$ cat src/rtl/mm_pkg.sv
// rtl/mm_pkg.sv - shared state encoding, default-configuration widths and clamp helper
// for the matrix multiply engine.
package mm_pkg;

  typedef enum logic [2:0] {IDLE, LOAD_A, FETCH_B, DRAIN, WRITE, DONE} state_t;

  // Widths of the default configuration (M=8, N=4, O=8, LANES=2, IW=4, WW=8).
  localparam int G      = 8 / 2;
  localparam int ROW_W  = $clog2(8);
  localparam int GRP_W  = $clog2(G);
  localparam int PROD_W = 4 + 8;
  localparam int SUM_W  = PROD_W + $clog2(4);

  // Clamp an extended sum into the ow-bit signed or unsigned range.
  function automatic logic [63:0] mm_saturate(input logic [63:0] v, input int ow, input logic sgn);
    logic signed [63:0] hi;
    logic signed [63:0] lo;
    hi = sgn ? (64'sd1 <<< (ow - 1)) - 64'sd1 : (64'sd1 <<< ow) - 64'sd1;
    lo = sgn ? -(64'sd1 <<< (ow - 1)) : 64'sd0;
    if ($signed(v) > hi) return hi;
    if ($signed(v) < lo) return lo;
    return v;
  endfunction

endpackage

$ cat src/rtl/mm_dot_lane.sv
// rtl/mm_dot_lane.sv - one dot-product lane: registered products, registered sum,
// then wrap or clamp to the output width.
module mm_dot_lane
  import mm_pkg::*;
#(
  parameter int N        = 4,
  parameter int IW       = 4,
  parameter int WW       = 8,
  parameter int OW       = 16,
  parameter int SIGNED   = 0,
  parameter int SATURATE = 0
) (
  input  logic            clk,
  input  logic            rst_n,
  input  logic            en1,
  input  logic            en2,
  input  logic [N*IW-1:0] a_row,
  input  logic [N*WW-1:0] b_row,
  output logic [OW-1:0]   result
);

  localparam int PW = IW + WW;
  localparam int SW = PW + $clog2(N);

  logic [PW-1:0] prod_nx [N];
  logic [PW-1:0] prod_q  [N];
  logic [SW-1:0] sum_nx;
  logic [SW-1:0] sum_q;
  logic [63:0]   wide;

  // Operands are extended to the product width so one multiplier serves both modes.
  always_comb begin
    logic [PW-1:0] ea;
    logic [PW-1:0] eb;
    for (int k = 0; k < N; k++) begin
      ea = {{(PW-IW){(SIGNED != 0) & a_row[k*IW+IW-1]}}, a_row[k*IW +: IW]};
      eb = {{(PW-WW){(SIGNED != 0) & b_row[k*WW+WW-1]}}, b_row[k*WW +: WW]};
      prod_nx[k] = ea * eb;
    end
  end

  always_comb begin
    sum_nx = '0;
    for (int k = 0; k < N; k++)
      sum_nx = sum_nx + {{(SW-PW){(SIGNED != 0) & prod_q[k][PW-1]}}, prod_q[k]};
  end

  always_ff @(posedge clk or negedge rst_n) begin
    if (!rst_n) begin
      for (int k = 0; k < N; k++) prod_q[k] <= '0;
      sum_q <= '0;
    end else begin
      if (en1)
        for (int k = 0; k < N; k++) prod_q[k] <= prod_nx[k];
      if (en2) sum_q <= sum_nx;
    end
  end

  always_comb begin
    wide   = {{(64-SW){(SIGNED != 0) & sum_q[SW-1]}}, sum_q};
    result = (SATURATE != 0) ? OW'(mm_saturate(wide, OW, SIGNED != 0)) : wide[OW-1:0];
  end

endmodule

$ cat src/rtl/matrix_mult_engine.sv
// rtl/matrix_mult_engine.sv - row-at-a-time C = A * B engine with LANES parallel
// dot-product lanes and a valid/ready row output.
module matrix_mult_engine
  import mm_pkg::*;
#(
  parameter int BATCH_SIZE      = 8,
  parameter int INPUT_FEATURES  = 4,
  parameter int OUTPUT_FEATURES = 8,
  parameter int LANES           = 2,
  parameter int INPUT_WIDTH     = 4,
  parameter int WEIGHT_WIDTH    = 8,
  parameter int OUTPUT_WIDTH    = 16,
  parameter int SIGNED          = 0,
  parameter int SATURATE        = 0,
  localparam int NG = OUTPUT_FEATURES / LANES,
  localparam int RW = $clog2(BATCH_SIZE),
  localparam int GW = $clog2(NG)
) (
  input  logic                                           clk,
  input  logic                                           rst_n,
  input  logic                                           start,
  output logic                                           busy,
  output logic                                           done,
  output logic [RW-1:0]                                  in_addr,
  output logic                                           in_rd_en,
  input  logic [INPUT_FEATURES*INPUT_WIDTH-1:0]          in_data,
  output logic [GW-1:0]                                  w_addr,
  output logic                                           w_rd_en,
  input  logic [LANES*INPUT_FEATURES*WEIGHT_WIDTH-1:0]   w_data,
  output logic [OUTPUT_FEATURES*OUTPUT_WIDTH-1:0]        out_data,
  output logic [RW-1:0]                                  out_addr,
  output logic                                           out_valid,
  input  logic                                           out_ready
);

  localparam int N  = INPUT_FEATURES;
  localparam int WW = WEIGHT_WIDTH;
  localparam int OW = OUTPUT_WIDTH;
  localparam int GB = LANES * OW;

  if ((OUTPUT_FEATURES % LANES) != 0 || BATCH_SIZE < 2 || NG < 2) begin : g_bad_cfg
    $error("matrix_mult_engine: O must be a multiple of LANES and M, G must be >= 2");
  end

  state_t                state, state_nx;
  logic [RW-1:0]         row;
  logic [GW-1:0]         grp;
  logic [N*INPUT_WIDTH-1:0] a_reg;
  logic                  v1, v2, v3;
  logic [GW-1:0]         g1, g2, g3;
  logic [(NG-1)*GB-1:0]  row_buf;
  logic [GB-1:0]         lane_res;

  always_ff @(posedge clk or negedge rst_n) begin
    if (!rst_n) begin
      state   <= IDLE;
      row     <= '0;
      grp     <= '0;
      a_reg   <= '0;
      {v1, v2, v3} <= '0;
      {g1, g2, g3} <= '0;
      row_buf <= '0;
    end else begin
      state <= state_nx;
      if (state == IDLE && start) row <= '0;
      else if (state == WRITE && out_ready && row != RW'(BATCH_SIZE - 1)) row <= row + RW'(1);
      if (state == LOAD_A) grp <= '0;
      else if (state == FETCH_B && grp != GW'(NG - 1)) grp <= grp + GW'(1);
      if (state == FETCH_B && grp == '0) a_reg <= in_data;
      v1 <= w_rd_en;
      g1 <= grp;
      v2 <= v1;
      g2 <= g1;
      v3 <= v2;
      g3 <= g2;
      // The last group is presented straight from the lane registers, so only earlier groups are buffered.
      if (v3 && g3 != GW'(NG - 1)) row_buf[int'(g3)*GB +: GB] <= lane_res;
    end
  end

  always_comb begin
    state_nx  = state;
    busy      = 1'b0;
    done      = 1'b0;
    in_rd_en  = 1'b0;
    w_rd_en   = 1'b0;
    out_valid = 1'b0;
    case (state)
      IDLE:    if (start) state_nx = LOAD_A;
      LOAD_A: begin
        busy     = 1'b1;
        in_rd_en = 1'b1;
        state_nx = FETCH_B;
      end
      FETCH_B: begin
        busy    = 1'b1;
        w_rd_en = 1'b1;
        if (grp == GW'(NG - 1)) state_nx = DRAIN;
      end
      DRAIN: begin
        busy = 1'b1;
        if (v2 && g2 == GW'(NG - 1)) state_nx = WRITE;
      end
      WRITE: begin
        busy      = 1'b1;
        out_valid = 1'b1;
        if (out_ready) state_nx = (row == RW'(BATCH_SIZE - 1)) ? DONE : LOAD_A;
      end
      DONE: begin
        done     = 1'b1;
        state_nx = IDLE;
      end
      default: state_nx = IDLE;
    endcase
  end

  assign in_addr  = row;
  assign out_addr = row;
  assign w_addr   = grp;
  assign out_data = {lane_res, row_buf};

  for (genvar l = 0; l < LANES; l++) begin : g_lane
    mm_dot_lane #(
      .N(N), .IW(INPUT_WIDTH), .WW(WW), .OW(OW), .SIGNED(SIGNED), .SATURATE(SATURATE)
    ) u_lane (
      .clk    (clk),
      .rst_n  (rst_n),
      .en1    (v1),
      .en2    (v2),
      .a_row  (a_reg),
      .b_row  (w_data[l*N*WW +: N*WW]),
      .result (lane_res[l*OW +: OW])
    );
  end

endmodule

$ cat config.mk
export PLATFORM = sky130hd
export DESIGN_NAME = matrix_mult_engine
export DESIGN_NICKNAME = d
export VERILOG_FILES = /design/src/rtl/mm_pkg.sv /design/src/rtl/mm_dot_lane.sv /design/src/rtl/matrix_mult_engine.sv
export SDC_FILE = /design/constraint.sdc
export NUM_CORES = 1
export LEC_CHECK = 0
export ABC_AREA = 1
export BUFFER_PORTS_ARGS = -buffer_cell sky130_fd_sc_hd__buf_2
export CAP_MARGIN = 20
export CORE_MARGIN = 10
export CORE_UTILIZATION = 45
export DETAILED_ROUTE_END_ITERATION = 7
export PLACE_DENSITY = 0.76
export SETUP_SLACK_MARGIN = 0.1
export SYNTH_ARGS = -nofsm -noshare
export SYNTH_HDL_FRONTEND = slang
export SYNTH_SLANG_ARGS = --single-unit
export TNS_END_PERCENT = 1
$ cat constraint.sdc
create_clock -name clk -period 5.7 [get_ports clk]
set_input_delay 1.14 -clock clk [delete_from_list [all_inputs] [get_ports clk]]
set_output_delay 1.14 -clock clk [all_outputs]
set_load 0.005 [all_outputs]
==> report_table.html, run 1 <==
<table>
<tr><th>Metric</th><th>Value</th></tr>
<tr><th colspan="2">Timing</th></tr>
<tr><td>Pins Over Slew Limit</td><td>0</td></tr>
<tr><td>Total count of hold-check failures in the final report</td><td>0</td></tr>
<tr><td>Post-route clock skew</td><td>around 0.015 ns</td></tr>
<tr><td>Max frequency</td><td>about 300 MHz</td></tr>
<tr><td>Worst hold margin</td><td>roughly 0.36 ns</td></tr>
<tr><td>Slew margin rel.</td><td>0.258</td></tr>
<tr><td>RSZ-0062 raised after global routing</td><td>false</td></tr>
<tr><td>Setup TNS</td><td>0 ns</td></tr>
<tr><td>Pin slew with the least headroom to its limit</td><td>1.11 ns</td></tr>
<tr><td>Final critical-path share of the clock period</td><td>0.599</td></tr>
<tr><td>Finish-stage setup viols</td><td>0</td></tr>
<tr><td>Shortest period the worst path allows</td><td>~3.4 ns</td></tr>
<tr><th colspan="2">Cells and area</th></tr>
<tr><td>Final standard cell count with taps included and fillers excluded</td><td>about 3.6k</td></tr>
<tr><td>P&amp;R area growth vs syn</td><td>11.2%</td></tr>
<tr><td>Number of flip-flops in the largest register</td><td>between 90 and 100</td></tr>
<tr><td>Share of layout cells above drive strength 1</td><td>0.0995</td></tr>
<tr><td>Register containing the most flip-flops in the final layout</td><td>g_lane.u_lane.prod_q</td></tr>
<tr><td>Post-layout utilization of the core</td><td>0.505</td></tr>
<tr><td>Count of filler cells inserted in the layout</td><td>4482</td></tr>
<tr><td># nets final</td><td>about 3.3k</td></tr>
<tr><td>Biggest regs</td><td>g_lane.u_lane.prod_q (96), row_buf (84), g_lane.u_lane.sum_q (28)</td></tr>
<tr><th colspan="2">Floorplanning</th></tr>
<tr><td>Starting density of the core</td><td>0.454</td></tr>
<tr><td>Die Footprint</td><td>roughly 0.055 mm2</td></tr>
<tr><td>Number of top-level pins</td><td>about 230</td></tr>
<tr><td>Chip Width</td><td>around 230 um</td></tr>
<tr><td>Height of the die</td><td>~230 um</td></tr>
<tr><td>Core ar.</td><td>0.0453 mm2</td></tr>
<tr><td>Placement row count</td><td>78</td></tr>
<tr><th colspan="2">Synth</th></tr>
<tr><td>Multiplexer area fraction after synthesis</td><td>0.0106</td></tr>
<tr><td>Compound-Gate Fraction of Synth Area</td><td>0.0595</td></tr>
<tr><td>Simple-gate share of the synthesized area</td><td>0.273</td></tr>
<tr><td>Count of mapped cells out of synthesis</td><td>2798</td></tr>
<tr><td>Synthesized area</td><td>~0.02 mm2</td></tr>
<tr><td>Cell type with the highest aggregate area in the netlist</td><td>sky130_fd_sc_hd__dfrtp_1</td></tr>
<tr><td>Post-Synth Adder-Cell Area</td><td>0.233</td></tr>
<tr><td>Fraction of synthesized cell area taken by the top area cell type</td><td>0.293</td></tr>
<tr><td>Number of distinct library cells after synthesis</td><td>36</td></tr>
<tr><td>Syn. warnings</td><td>0</td></tr>
<tr><td>Main combinational cell family by area after synthesis</td><td>simple AND/OR/NAND/NOR gates</td></tr>
<tr><td>Sequential element share of the synthesized area</td><td>0.293</td></tr>
<tr><td>Xor/xnor cell area share of the yosys netlist</td><td>0.0111</td></tr>
<tr><td>Average footprint of a synthesized cell</td><td>roughly 7.4 um2</td></tr>
<tr><td>Flip-flop and latch count after synthesis</td><td>roughly 240</td></tr>
<tr><td>Area contributors post-synth</td><td>sky130_fd_sc_hd__dfrtp_1, sky130_fd_sc_hd__nand2_1, sky130_fd_sc_hd__fa_1, sky130_fd_sc_hd__ha_1, sky130_fd_sc_hd__inv_1</td></tr>
<tr><th colspan="2">Critical path</th></tr>
<tr><td>Crit start category</td><td>flop</td></tr>
<tr><td>Category of the critical setup timing path</td><td>reg -&gt; reg</td></tr>
<tr><td>Largest fanout on the critical path</td><td>4</td></tr>
<tr><td>Highest-delay cell along the critical path</td><td>sky130_fd_sc_hd__fa_1</td></tr>
<tr><td>Data arrival time of the worst path</td><td>between 3 and 4 ns</td></tr>
<tr><td>Worst path most repeated cell</td><td>sky130_fd_sc_hd__nand2_1</td></tr>
<tr><td>Largest incremental delay on the critical path</td><td>0.48 ns</td></tr>
<tr><td>Crit path cell chain</td><td>ha_1 &gt; fa_1 &gt; nand3_1 &gt; nand2_1 &gt; nand2_1 &gt; nand2_1 &gt; xnor2_1 &gt; fa_1 &gt; inv_1 &gt; ha_1 &gt; nand2_1 &gt; nand2_1 &gt; a21oi_1 &gt; nand3_1 &gt; nand3_1 &gt; a21oi_1</td></tr>
<tr><td>Worst setup EP type</td><td>flop</td></tr>
<tr><td>Data required, critical path</td><td>6.16 ns</td></tr>
<tr><th colspan="2">Detailed routing</th></tr>
<tr><td>Met2 wire length</td><td>between 20 and 25 mm</td></tr>
<tr><td>Routed Antenna Nets</td><td>0</td></tr>
<tr><td>Post-Route M1 WL</td><td>between 20 and 25 mm</td></tr>
<tr><td>Average vias per placed instance</td><td>roughly 5</td></tr>
<tr><td>Drt drc</td><td>0</td></tr>
<tr><td>WL final</td><td>~52 mm</td></tr>
<tr><td>Routed vias</td><td>~18k</td></tr>
<tr><td>Wire length on met3</td><td>between 3 and 4 mm</td></tr>
<tr><td>First-pass detailed-route iteration total</td><td>6</td></tr>
<tr><td>Initial DRC count</td><td>roughly 1.4k</td></tr>
<tr><td>Average wire per cell in the routed design</td><td>14.4 um</td></tr>
<tr><td>DR top layer</td><td>met4</td></tr>
<tr><th colspan="2">Global route</th></tr>
<tr><td>Overflow left after global routing</td><td>0</td></tr>
<tr><td>First-pass GRT wire length</td><td>~86 mm</td></tr>
<tr><td>Vias in the first global route</td><td>17.3k</td></tr>
<tr><td>Overall fraction of global-route tracks in use</td><td>0.188</td></tr>
<tr><td>Initial antenna violation count</td><td>1</td></tr>
<tr><td>Maximum number of pins on one net before global-route repair</td><td>between 100 and 150</td></tr>
<tr><th colspan="2">Job</th></tr>
<tr><td>Count of max-cap constraint violations</td><td>0</td></tr>
<tr><th colspan="2">Clock tree</th></tr>
<tr><td>Count of H-tree levels built during CTS</td><td>1</td></tr>
<tr><td>Buffer count from post-CTS setup fixing</td><td>0</td></tr>
<tr><td>Worst skew pair latency</td><td>0.58 ns</td></tr>
<tr><td>CTS sink cnt</td><td>approximately 240</td></tr>
<tr><td>Maximum buffer depth of the clock tree</td><td>3</td></tr>
<tr><td>Post-cts resize count</td><td>0</td></tr>
<tr><td>Buffer cell driving the clock tree root</td><td>sky130_fd_sc_hd__clkbuf_16</td></tr>
<tr><td>Number of buffers created by CTS</td><td>29</td></tr>
<tr><td>Clk slew on worst S/H paths</td><td>~0.060 ns</td></tr>
<tr><td>CTS tree</td><td>done</td></tr>
<tr><td>Post-CTS Hold Fix Bufs</td><td>0</td></tr>
<tr><th colspan="2">Power and ir drop</th></tr>
<tr><td>Sequential group share of total power</td><td>0.381</td></tr>
<tr><td>Max VDD drop</td><td>0.219 mV</td></tr>
<tr><td>Pint</td><td>3.11 mW</td></tr>
<tr><td>Part of the power in combinational logic</td><td>0.233</td></tr>
<tr><td>LEAKAGE</td><td>around 14 nW</td></tr>
<tr><td>Net Sw Power</td><td>between 1 and 1.5 mW</td></tr>
<tr><td>Clock power share</td><td>0.386</td></tr>
<tr><td>Switching share of total power</td><td>0.321</td></tr>
<tr><td>PwrDens</td><td>~200 mW/mm2</td></tr>
<tr><th colspan="2">Place</th></tr>
<tr><td>Placed Cells incl. Taps</td><td>3521</td></tr>
<tr><td>DP HPWL</td><td>just over 40 mm</td></tr>
<tr><td>Routability-driven placement congestion ratio</td><td>around 0.9</td></tr>
<tr><td>Buffers on Ports</td><td>about 210</td></tr>
<tr><th colspan="2">Outcome</th></tr>
<tr><td>Run status</td><td>finished clean</td></tr>
<tr><th colspan="2">Hold path</th></tr>
<tr><td>Worst min-delay path category</td><td>reg -&gt; reg</td></tr>
</table>
[cells by family (layout without fill, tap and decap cells)]
family                   count (synthesis)  count (layout)
AND/OR/NAND/NOR                       1359            1359
buffers and inverters                  621             782
flip-flops                             241             241
multiplexers                            16              16
AO/OA/AOI/OAI                          225             225
adder cells (fa/ha/maj)                309             309
other                                    1              18
XOR/XNOR                                26              26
[worst max-delay path, delay by kind of cell, from the launching register on]
family | cells | cell delay, ns
xor+xnor | 1 | 0.33
flops | 1 | 0.40
compound gates | 2 | 0.26
simple gates | 8 | 0.74
buf+inv | 1 | 0.07
fa+ha+maj | 4 | 1.51
[per-layer routing]
layer  vias to the layer above  track usage
met3                        62       0.0273
li1                       8980            -
met4                         0       0.0439
met2                       446        0.322
met1                      8391        0.247
met5                         -            0
[cell usage after synthesis, drive strengths merged]
cell type,number
nand3,190
conb,1
xnor2,17
nand2,961
o21ai,112
o211ai,3
nor2,109
nand4,77
a211oi,2
fa,124
nand3b,11
a21boi,2
clkinv,2
mux2,16
nor3,7
ha,185
o21bai,20
a21o,2
a21oi,64
xor2,9
dfrtp,241
or2,4
a31oi,16
clkbuf,64
o22ai,4
inv,508
buf,47
[path summary, 6_finish.rpt]
check                                            start                          end  slack, ns  cells after the start
min reg2reg                                      g1[1]                        g2[1]       0.36                      0
max in group asynchronous                        rst_n  g_lane[0].u_lane.prod_q[42]       3.88                      2
min                                              g1[1]                        g2[1]       0.36                      0
max reg2reg                g_lane[1].u_lane.prod_q[24]   g_lane[1].u_lane.sum_q[13]       2.29                     16
max                        g_lane[1].u_lane.prod_q[24]   g_lane[1].u_lane.sum_q[13]       2.29                     16
min in group asynchronous                        rst_n                  row_buf[93]       0.60                      1
[metrics by stage]
stage / total power [mW] / worst slack (ns) / area (um2)
2_1_floorplan: 2.57 / 2.26 / 20600
3_3_place_gp: 2.83 / 1.99 / 22000
3_5_place_dp: 2.85 / 1.92 / 22000
4_1_cts: 4.64 / 2.34 / 22900
5_1_grt: 4.89 / 2.04 / 22900
6_report: 4.58 / 2.29 / 22900
[cell usage in the layout, fill, tap and decap left out, types with 3 or more instances in the layout]
cell | netlist | final
sky130_fd_sc_hd__o21bai_1 | 20 | 20
sky130_fd_sc_hd__fa_1 | 124 | 124
sky130_fd_sc_hd__xor2_1 | 9 | 9
sky130_fd_sc_hd__nand4_1 | 77 | 77
sky130_fd_sc_hd__a21oi_1 | 64 | 64
sky130_fd_sc_hd__clkbuf_1 | 64 | 8
sky130_fd_sc_hd__nor3_1 | 7 | 7
sky130_fd_sc_hd__buf_4 | 25 | 11
sky130_fd_sc_hd__inv_2 | 3 | 4
sky130_fd_sc_hd__clkbuf_8 | 0 | 4
sky130_fd_sc_hd__nand3_1 | 190 | 190
sky130_fd_sc_hd__nor2_1 | 103 | 103
sky130_fd_sc_hd__clkinv_4 | 0 | 3
sky130_fd_sc_hd__nor2_2 | 6 | 6
sky130_fd_sc_hd__a31oi_1 | 16 | 16
sky130_fd_sc_hd__nand2_1 | 959 | 959
sky130_fd_sc_hd__o211ai_1 | 3 | 3
sky130_fd_sc_hd__clkbuf_16 | 0 | 29
sky130_fd_sc_hd__dfrtp_1 | 241 | 240
sky130_fd_sc_hd__or2_2 | 3 | 3
sky130_fd_sc_hd__nand3b_1 | 11 | 11
sky130_fd_sc_hd__clkinv_2 | 0 | 5
sky130_fd_sc_hd__o22ai_1 | 4 | 4
sky130_fd_sc_hd__mux2_4 | 10 | 10
sky130_fd_sc_hd__conb_1 | 1 | 16
sky130_fd_sc_hd__xnor2_1 | 17 | 17
sky130_fd_sc_hd__mux2_2 | 6 | 6
sky130_fd_sc_hd__o21ai_0 | 112 | 112
sky130_fd_sc_hd__buf_2 | 17 | 207
sky130_fd_sc_hd__inv_1 | 505 | 505
sky130_fd_sc_hd__ha_1 | 185 | 185
[power by group through the flow]
stage	Clock, mW	Sequential (mW)	Combinational, mW
after floorplan	0	1.75	0.820
after CTS	1.82	1.75	1.08
after global routing	1.89	1.75	1.26
after detailed placement	0	1.78	1.07
after global placement	0	1.78	1.06
final	1.77	1.75	1.07
[area by class of cell]
type	instances	area [um2]	area share
sequential	241	6030	0.264
antenna	2	5.00	0.000219
clock inverter	11	87.6	0.00383
tap	600	751	0.0328
timing repair buffer	220	1140	0.0500
multi-input combinational	1951	12100	0.530
inverter	510	1910	0.0836
clock buffer	41	811	0.0354
Power figures use the tool's default switching activity.
==> run 2, diff against run 1 <==
clock period = 3.38 ns   (was 5.7 ns; I/O delays follow)
==> report_table.html, run 2 (synthesis gave the netlist of run 1 again) <==
<table>
<tr><th>Metric</th><th>Value</th></tr>
<tr><th colspan="2">Critical path</th></tr>
<tr><td>Buf/Inv on CP</td><td>3</td></tr>
<tr><td>Worst setup EP type</td><td>flop</td></tr>
<tr><td>Logic depth of the worst setup path including buffers</td><td>16</td></tr>
<tr><td>Worst R2R Setup Slack</td><td>0.23 ns</td></tr>
<tr><td>Crit start category</td><td>flop</td></tr>
<tr><td>Largest fanout on the critical path</td><td>4</td></tr>
<tr><td>Worst flop-to-flop path endpoint</td><td>g_lane[1].u_lane.sum_q[6]</td></tr>
<tr><td>FF-to-FF Start</td><td>g_lane[1].u_lane.prod_q[40]</td></tr>
<tr><td>Category of the critical setup timing path</td><td>reg -&gt; reg</td></tr>
<tr><td>Launching element of the worst setup path</td><td>g_lane[1].u_lane.prod_q[40]</td></tr>
<tr><td>Data required, critical path</td><td>3.84 ns</td></tr>
<tr><td>Crit path cell chain</td><td>ha_1 &gt; inv_1 &gt; o21bai_1 &gt; or2_2 &gt; a21oi_2 &gt; xor2_2 &gt; fa_1 &gt; inv_1 &gt; ha_1 &gt; nand2_1 &gt; inv_1 &gt; nand2_1 &gt; nand2_1 &gt; or2_2 &gt; nand3_1 &gt; nand2_1</td></tr>
<tr><td>Highest-delay cell along the critical path</td><td>sky130_fd_sc_hd__fa_1</td></tr>
<tr><td>CP delay by family, top</td><td>adder cells</td></tr>
<tr><td>Length in cells of the worst reg-to-reg path</td><td>16</td></tr>
<tr><td>Largest incremental delay on the critical path</td><td>between 0.4 and 0.5 ns</td></tr>
<tr><td>Capture point of the worst path</td><td>g_lane[1].u_lane.sum_q[6]</td></tr>
<tr><td>Data arrival time of the worst path</td><td>approximately 3.6 ns</td></tr>
<tr><td>Worst path most repeated cell</td><td>sky130_fd_sc_hd__nand2_1</td></tr>
<tr><th colspan="2">Floorplanning</th></tr>
<tr><td>Starting density of the core</td><td>0.454</td></tr>
<tr><td>Height of the die</td><td>approximately 230 um</td></tr>
<tr><td>Placement row count</td><td>78</td></tr>
<tr><td>Die Footprint</td><td>approximately 0.055 mm2</td></tr>
<tr><td>Chip Width</td><td>234 um</td></tr>
<tr><td>Core ar.</td><td>roughly 0.045 mm2</td></tr>
<tr><td>Number of top-level pins</td><td>around 230</td></tr>
<tr><th colspan="2">Detailed routing</th></tr>
<tr><td>Average wire per cell in the routed design</td><td>approximately 14 um</td></tr>
<tr><td>Post-Route M1 WL</td><td>23.3 mm</td></tr>
<tr><td>DR top layer</td><td>met4</td></tr>
<tr><td>WL final</td><td>about 52 mm</td></tr>
<tr><td>Drt drc</td><td>0</td></tr>
<tr><td>Average vias per placed instance</td><td>~5</td></tr>
<tr><td>First-pass detailed-route iteration total</td><td>5</td></tr>
<tr><td>Routed vias</td><td>17.9k</td></tr>
<tr><td>Met2 wire length</td><td>around 25 mm</td></tr>
<tr><td>Routed Antenna Nets</td><td>0</td></tr>
<tr><td>Initial DRC count</td><td>~1.7k</td></tr>
<tr><td>Wire length on met3</td><td>approximately 3.2 mm</td></tr>
<tr><th colspan="2">Timing</th></tr>
<tr><td>Final critical-path share of the clock period</td><td>0.932</td></tr>
<tr><td>Shortest period the worst path allows</td><td>3.15 ns</td></tr>
<tr><td>Pins Over Slew Limit</td><td>0</td></tr>
<tr><td>RSZ-0062 raised after global routing</td><td>true</td></tr>
<tr><td>Pin slew with the least headroom to its limit</td><td>0.797 ns</td></tr>
<tr><td>Worst hold margin</td><td>about 0.09 ns</td></tr>
<tr><td>Finish-stage setup viols</td><td>0</td></tr>
<tr><td>Setup TNS</td><td>0 ns</td></tr>
<tr><td>Slew margin rel.</td><td>0.468</td></tr>
<tr><td>Post-route clock skew</td><td>roughly 0.0089 ns</td></tr>
<tr><td>Max frequency</td><td>between 300 and 400 MHz</td></tr>
<tr><td>Total count of hold-check failures in the final report</td><td>0</td></tr>
<tr><th colspan="2">Power and ir drop</th></tr>
<tr><td>Max VDD drop</td><td>about 0.28 mV</td></tr>
<tr><td>Total Power</td><td>around 8 mW</td></tr>
<tr><td>Clock power share</td><td>0.397</td></tr>
<tr><td>PwrDens</td><td>340 mW/mm2</td></tr>
<tr><td>Part of the power in combinational logic</td><td>0.232</td></tr>
<tr><td>Sequential group share of total power</td><td>0.371</td></tr>
<tr><td>Pint</td><td>between 5 and 6 mW</td></tr>
<tr><td>LEAKAGE</td><td>~14 nW</td></tr>
<tr><td>Net Sw Power</td><td>roughly 2.5 mW</td></tr>
<tr><td>Switching share of total power</td><td>0.319</td></tr>
<tr><th colspan="2">Clock tree</th></tr>
<tr><td>Buffer cell driving the clock tree root</td><td>sky130_fd_sc_hd__clkbuf_16</td></tr>
<tr><td>Maximum buffer depth of the clock tree</td><td>3</td></tr>
<tr><td>Buffer count from post-CTS setup fixing</td><td>0</td></tr>
<tr><td>Clk slew on worst S/H paths</td><td>approximately 0.06 ns</td></tr>
<tr><td>CTS tree</td><td>done</td></tr>
<tr><td>Post-CTS Hold Fix Bufs</td><td>0</td></tr>
<tr><td>CTS sink cnt</td><td>~240</td></tr>
<tr><td>Count of H-tree levels built during CTS</td><td>1</td></tr>
<tr><td>Worst skew pair latency</td><td>around 0.57 ns</td></tr>
<tr><td>Number of buffers created by CTS</td><td>28</td></tr>
<tr><th colspan="2">Cells and area</th></tr>
<tr><td>Final standard cell count with taps included and fillers excluded</td><td>about 3.6k</td></tr>
<tr><td>Number of flip-flops in the largest register</td><td>96</td></tr>
<tr><td>Most frequent cells in the layout</td><td>sky130_fd_sc_hd__nand2_1, sky130_fd_sc_hd__inv_1, sky130_fd_sc_hd__dfrtp_1, sky130_fd_sc_hd__buf_2, sky130_fd_sc_hd__nand3_1</td></tr>
<tr><td># nets final</td><td>about 3.4k</td></tr>
<tr><td>Commonest non-fill, non-tap cell in the layout</td><td>sky130_fd_sc_hd__nand2_1</td></tr>
<tr><td>Share of layout cells above drive strength 1</td><td>0.117</td></tr>
<tr><td>Register containing the most flip-flops in the final layout</td><td>g_lane.u_lane.prod_q</td></tr>
<tr><td>P&amp;R area growth vs syn</td><td>13.0%</td></tr>
<tr><td>Biggest regs</td><td>g_lane.u_lane.prod_q (96), row_buf (84), g_lane.u_lane.sum_q (28)</td></tr>
<tr><th colspan="2">Place</th></tr>
<tr><td>Placed Cells incl. Taps</td><td>about 3.5k</td></tr>
<tr><td>Routability-driven placement congestion ratio</td><td>around 0.93</td></tr>
<tr><td>Buffers on Ports</td><td>~210</td></tr>
<tr><td>DP HPWL</td><td>roughly 41 mm</td></tr>
<tr><th colspan="2">Job</th></tr>
<tr><td>Count of max-cap constraint violations</td><td>0</td></tr>
<tr><th colspan="2">Outcome</th></tr>
<tr><td>Run status</td><td>finished clean</td></tr>
<tr><th colspan="2">Global route</th></tr>
<tr><td>Maximum number of pins on one net before global-route repair</td><td>90</td></tr>
<tr><td>Overflow left after global routing</td><td>0</td></tr>
<tr><td>Initial antenna violation count</td><td>2</td></tr>
<tr><td>Vias in the first global route</td><td>17.4k</td></tr>
<tr><td>First-pass GRT wire length</td><td>between 80 and 90 mm</td></tr>
<tr><td>Overall fraction of global-route tracks in use</td><td>0.190</td></tr>
<tr><th colspan="2">Hold path</th></tr>
<tr><td>Worst min-delay path category</td><td>in -&gt; async</td></tr>
</table>
-- run 2: power groups by stage --
stage / Sequential (mW) / Clock, mW / Combinational (mW)
floorplan: 2.95 / 0 / 1.38
global placement: 2.99 / 0 / 1.81
detailed placement: 2.99 / 0 / 1.83
CTS: 2.93 / 3.24 / 1.85
global route: 2.94 / 3.36 / 2.16
finish: 2.93 / 3.15 / 1.84
-- run 2: metal layers --
metal,global-route usage,vias up
met2,0.327,479
met4,0.0312,0
met5,0,-
li1,-,9015
met3,0.0291,45
met1,0.253,8408
-- run 2: final cells by class --
| class | instances | area [um2] |
|---|---|---|
| fillers | 4345 | 22000 |
| multi-input cells | 1951 | 12200 |
| flip-flops and latches | 241 | 6040 |
| inverters | 510 | 1910 |
| repair buffers | 245 | 1370 |
| clock buffers | 36 | 771 |
| well taps | 600 | 751 |
| clock inverters | 16 | 190 |
| diodes | 2 | 5.00 |
-- run 2: worst min-delay path by stage --
stage / cells after the start / end / slack, ns / startpoint
after global routing: 1 / row_buf[0] / 0.17 / rst_n
after detailed placement: 0 / g2[1] / 0.33 / g1[1]
after global placement: 0 / g2[0] / 0.33 / g1[0]
after CTS: 1 / row_buf[0] / 0.14 / rst_n
after floorplan: 0 / g2[0] / 0.33 / g1[0]
final: 1 / row_buf[0] / 0.09 / rst_n
-- run 2: timing repair --
| action | in CTS | in global routing |
|---|---|---|
| hold endpoints to repair | 0 | 0 |
| endpoints found under the setup margin | 0 | 48 |
| gates resized for setup | 0 | 29 |
-- run 2: per-stage QoR --
step,util,setup slack [ns],area (um2)
6_report,0.514,0.229,23300
5_1_grt,0.514,0.00475,23300
4_1_cts,0.511,0.132,23200
3_5_place_dp,0.490,0.0913,22200
3_3_place_gp,0.490,0.139,22200
2_1_floorplan,-,0.226,20600
